`config.mk`:
```
export PLATFORM = sky130hd
export DESIGN_NAME = div
export DESIGN_NICKNAME = d
export VERILOG_FILES = /design/src/rtl/div.sv
export SDC_FILE = /design/constraint.sdc
export NUM_CORES = 1
export LEC_CHECK = 0
export ABC_AREA = 1
export BUFFER_PORTS_ARGS = -buffer_cell sky130_fd_sc_hd__buf_4
export CAP_MARGIN = 20
export CORE_MARGIN = 4
export CORE_UTILIZATION = 45
export CTS_BUF_LIST = sky130_fd_sc_hd__clkbuf_16
export DETAILED_ROUTE_END_ITERATION = 7
export GPL_TIMING_DRIVEN = 0
export HOLD_SLACK_MARGIN = 0.05
export PLACE_DENSITY_LB_ADDON = 0.15
export SLEW_MARGIN = 25
export SYNTH_ARGS = -nofsm -noshare
export SYNTH_HDL_FRONTEND = slang
export SYNTH_SLANG_ARGS = --single-unit
```
`constraint.sdc`:
```
create_clock -name clk -period 3.7 [get_ports clk]
set_input_delay 0.37 -clock clk [delete_from_list [all_inputs] [get_ports clk]]
set_output_delay 0.37 -clock clk [all_outputs]
set_load 0.03 [all_outputs]
```
`src/rtl/div.sv`:
```
// 32-bit restoring divider for the execute stage: one quotient bit per cycle,
// sign fixup on completion, result held with ready_o until EX drops start_i.
module div (
    input  logic        clk,
    input  logic        rst,
    input  logic        signed_div_i,
    input  logic [31:0] opdata1_i,
    input  logic [31:0] opdata2_i,
    input  logic        start_i,
    input  logic        annul_i,
    output logic [63:0] result_o,
    output logic        ready_o
);

    localparam logic [1:0] S_IDLE   = 2'd0;
    localparam logic [1:0] S_BYZERO = 2'd1;
    localparam logic [1:0] S_ON     = 2'd2;
    localparam logic [1:0] S_END    = 2'd3;

    logic [1:0]  state;
    logic [5:0]  cnt;
    logic [64:0] w;
    logic [31:0] dvs_mag;
    logic        neg_quot;
    logic        neg_rem;
    logic [32:0] diff;
    logic [64:0] w_next;

    // Two's complement magnitude; 0x80000000 maps to itself, read as unsigned 2^31.
    function automatic logic [31:0] mag_sel(input logic [31:0] v, input logic is_signed);
        logic signed [31:0] sv;
        sv = v;
        return (is_signed && v[31]) ? 32'(-sv) : v;
    endfunction

    function automatic logic [31:0] neg_sel(input logic [31:0] v, input logic en);
        logic signed [31:0] sv;
        sv = v;
        return en ? 32'(-sv) : v;
    endfunction

    // Trial subtraction of the divisor from the partial remainder.
    always_comb begin
        diff   = w[64:32] - {1'b0, dvs_mag};
        w_next = diff[32] ? {w[63:0], 1'b0} : {diff[31:0], w[31:0], 1'b1};
    end

    always_ff @(posedge clk) begin
        if (!rst) begin
            state    <= S_IDLE;
            cnt      <= 6'd0;
            w        <= 65'd0;
            result_o <= 64'd0;
            ready_o  <= 1'b0;
        end else begin
            case (state)
                S_IDLE: begin
                    if (start_i && !annul_i) begin
                        dvs_mag  <= mag_sel(opdata2_i, signed_div_i);
                        neg_quot <= signed_div_i & (opdata1_i[31] ^ opdata2_i[31]);
                        neg_rem  <= signed_div_i & opdata1_i[31];
                        if (opdata2_i == 32'd0) begin
                            state <= S_BYZERO;
                        end else begin
                            state <= S_ON;
                            cnt   <= 6'd0;
                            w     <= {32'd0, mag_sel(opdata1_i, signed_div_i), 1'b0};
                        end
                    end
                end
                S_BYZERO: begin
                    result_o <= 64'd0;
                    if (annul_i) begin
                        state   <= S_IDLE;
                        ready_o <= 1'b0;
                    end else begin
                        state   <= S_END;
                        ready_o <= 1'b1;
                    end
                end
                S_ON: begin
                    if (annul_i) begin
                        state    <= S_IDLE;
                        result_o <= 64'd0;
                        ready_o  <= 1'b0;
                    end else if (cnt == 6'd32) begin
                        // All 32 quotient bits are in; apply signs and publish.
                        state    <= S_END;
                        result_o <= {neg_sel(w[64:33], neg_rem), neg_sel(w[31:0], neg_quot)};
                        ready_o  <= 1'b1;
                    end else begin
                        w   <= w_next;
                        cnt <= cnt + 6'd1;
                    end
                end
                S_END: begin
                    if (annul_i || !start_i) begin
                        state    <= S_IDLE;
                        result_o <= 64'd0;
                        ready_o  <= 1'b0;
                    end
                end
                default: state <= S_IDLE;
            endcase
        end
    end

endmodule
```
==> flow_metrics.tcl <==
set metrics [dict create \
    p_leak_nw 7.279 \
    critical_path_arrival_ns 3.03 \
    finalSetupViolations 0 \
    status "completed" \
    antenna_found_initial 1 \
    fp.coreArea_um2 27930 \
    synth_cell_types 49 \
    place_congestion 0.9620 \
    drv_slew 0 \
    fillers 2971 \
    yosysWarnings 0 \
    fin_cells 2626 \
    antenna_left 0 \
    die_y_um 176.8 \
    cts_resized 0 \
    worst-path-max-fanout 10 \
    cts-hold-fix-buffers 0 \
    syn-num-nets 2193 \
    slowest_stage "fa_1" \
    path_class "flip-flop to flip-flop" \
    netlist_instances 2081 \
    fp-row-count 61 \
    comb_power_share_pct 41.2 \
    routed_wl_um 43050 \
    fmax_ghz 0.3650 \
    fin_crit_ns 2.740 \
    p_clk_share_pct 25.5 \
    rsz0062_at_grt "false" \
    cp.required_ns 3.99 \
    viasPerCell 5.188 \
    drtIter0Drc 1297 \
    p_switching_mw 3.201 \
    io_pins 134 \
    grt_pass1_vias 12430 \
    tightest_slew_ns 0.7470 \
    ir_drop_mv 0.2733 \
    placed_cells 2595 \
    synthArstFlopShare_pct 0 \
    path_clk_slew_ns 0.07 \
    path_common_cell "nand2_1" \
    end_kind "flip-flop" \
    yosysSeqAreaShare_pct 29.50 \
    synth_area_um2 12830 \
    nNetsFinal 2348 \
    syn_avg_cell_area_um2 6.164 \
    numCtsBuffers 17 \
    hold_viol_final 0 \
    die-area_um2 31270 \
    tritoncts "built" \
    power.total_mw 7.181 \
    synth_ff_type "dfxtp_1" \
    intPower_mw 3.980 \
    finalCritPeriodShare_pct 74.05 \
    root_buffer "clkbuf_16" \
    insertion_delay_ns 0.44 \
    dp_hpwl_um 35470 \
    min_path_type "primary input to flip-flop" \
    slowest_delay_ns 0.48 \
    cap_viol_max_count 0 \
    finalClockSkew_ns 0.01607 \
    synth-seq-cells 172 \
    cts.sinks 172 \
    gr-usage-all-layers_pct 27.23 \
    area_growth_pct 16.34 \
    dr.pass1.iters 5 \
    num_vias 13620 \
    drive_above_1_share_pct 11.39 \
    die_width_um 176.8 \
    grt_first_pass_wirelength_um 67220 \
    path_cells "inv_1 > fa_1 > inv_1 > nand2_1 > nand2_1 > nand3_1 > nand2_2 > nand2_1 > nand2_1 > nand2_2 > nand2_2 > nand2_2 > nand2_1 > buf_2 > nand2_1 > nand3_1 > a21oi_2" \
    synth-edff-count 34 \
    drc 0 \
    wl_per_cell_um 16.39 \
    start_kind "flip-flop" \
    overflow 0 \
    max_slew_margin_pct 50.20 \
    start_util_pct 45.92 \
    clk_path_buf_depth 2 \
    port-buffer-count 133 \
    n_antenna_cell 0 \
    post_cts_buffers 0 \
    p_per_area_nw_per_um2 481.2 \
    holdWs_ns 0.1222 \
    htree_levels 4 \
    pwr-share-seq_pct 33.4 \
    p_sw_share_pct 44.57 \
    grt_max_degree 19 \
]
## layout by cell type (no fill, tap or decap), types with 4 or more instances in the layout
cell type and n:
o31ai_1 4, nand3b_1 13, or2_2 5, nor3_2 5, a21oi_2 9, clkbuf_1 27
nand2_2 8, o21bai_1 5, o21ai_0 62, inv_2 7, nor2_1 159, buf_4 140
edfxtp_1 34, dfxtp_1 138, ha_1 42, o211ai_1 7, nor2_2 5, a21oi_1 155
nor4_1 6, inv_1 292, nand3_1 197, inv_8 4, nand4_1 24, nor3_1 24
a22oi_1 4, xnor2_1 19, clkbuf_16 18, o21ai_1 4, buf_2 32, xor2_1 61
nand2_1 694
## synth_stat cells (4+ instances only)
| cell | number | share of area, % |
|---|---|---|
| edfxtp_1 | 34 | 8.0 |
| xnor2_1 | 19 | 1.3 |
| xor2_1 | 61 | 4.2 |
| nor3_1 | 25 | 0.98 |
| o21ai_1 | 4 | 0.16 |
| buf_4 | 4 | 0.23 |
| nand4_1 | 24 | 1.2 |
| ha_1 | 42 | 4.1 |
| o211ai_1 | 7 | 0.41 |
| inv_2 | 7 | 0.20 |
| nand3b_1 | 13 | 0.76 |
| nor3_2 | 4 | 0.31 |
| a21oi_1 | 155 | 6.0 |
| clkbuf_1 | 27 | 0.79 |
| nor2_1 | 159 | 4.7 |
| nand2_2 | 8 | 0.39 |
| a22oi_1 | 4 | 0.23 |
| dfxtp_1 | 138 | 22 |
| o21bai_1 | 5 | 0.29 |
| nor4_1 | 6 | 0.29 |
| o21ai_0 | 62 | 2.4 |
| a21oi_2 | 9 | 0.61 |
| o31ai_1 | 4 | 0.23 |
| nand2_1 | 694 | 20 |
| buf_2 | 32 | 1.2 |
| inv_1 | 292 | 8.5 |
| nor2_2 | 5 | 0.24 |
| nand3_1 | 197 | 7.7 |
| or2_2 | 5 | 0.24 |
## cells by family (layout without fill, tap and decap cells)
group	Yosys count	in the layout	synth area share [%]
compound gates	262	262	11.14
xor+xnor	80	80	5.462
simple gates	1153	1153	38.03
flops	172	172	29.50
fa+ha+maj	43	43	4.253
buf+inv	371	538	11.62
## layer usage
layer  vias to the layer above  GRT usage, %  part of all wire (%)
li1                       6925             -                     -
met1                      6201         41.65                    49
met2                       444         40.20                    41
met3                        51         4.123                   8.1
met4                         2         6.447                   1.7
met5                         -             0                 0.037
## final cells by class
class / count / area, um^2 / share of cell area (%)
multi-input cells: 1538 / 7559 / 50.65
repair buffers: 136 / 1021 / 6.842
clock inverters: 13 / 146.4 / 0.9810
well taps: 378 / 473.0 / 3.169
clock buffers: 18 / 450.4 / 3.018
inverters: 302 / 1134 / 7.596
plain buffers: 69 / 356.6 / 2.390
flip-flops and latches: 172 / 3784 / 25.35
## power by group through the flow
stage | logic (mW) | registers (mW) | clock network, mW
final | 2.96 | 2.40 | 1.83
after detailed placement | 2.89 | 2.42 | 0
after floorplan | 2.00 | 2.37 | 0
after CTS | 2.91 | 2.38 | 1.85
after global placement | 2.87 | 2.42 | 0
after global routing | 3.29 | 2.42 | 1.92
## registers in the layout (all words and copies together), names as in the netlist
register,flops
w,65
result_o,64
dvs_mag,32
cnt,6
state,2
neg_quot,1
neg_rem,1
ready_o,1
## path summary, 6_finish.rpt
kind                            cells past startpoint         start  slack (ns)            to
worst max-delay path                               17         w[33]        0.96         w[44]
worst max register to register                     17         w[33]        0.96         w[44]
worst min register to register                      2  result_o[24]        0.47  result_o[24]
worst min-delay path                                1  opdata2_i[0]        0.12    dvs_mag[0]
## metrics by stage
| step | worst slack (ns) | TNS, ns | area [um^2] | util, % |
|---|---|---|---|---|
| after detailed placement | 1.003 | 0 | 14330 | 51.29 |
| after CTS | 0.9564 | 0 | 14920 | 53.42 |
| final | 0.9602 | 0 | 14920 | 53.42 |
| after global routing | 0.7381 | 0 | 14920 | 53.42 |
| after global placement | -1.046 | -35.47 | 14300 | 51.19 |
| after floorplan | 0.1147 | 0 | 12830 | - |
## critical path: cells and delay by family (launching register included)
kind | cells | cell delay [ns]
AND/OR/NAND/NOR | 12 | 1.12
buffers and inverters | 3 | 0.50
adder cells (fa/ha/maj) | 1 | 0.48
flip-flops | 1 | 0.43
AO/OA/AOI/OAI | 1 | 0.06
No activity file was read; power rests on OpenSTA's default activity.
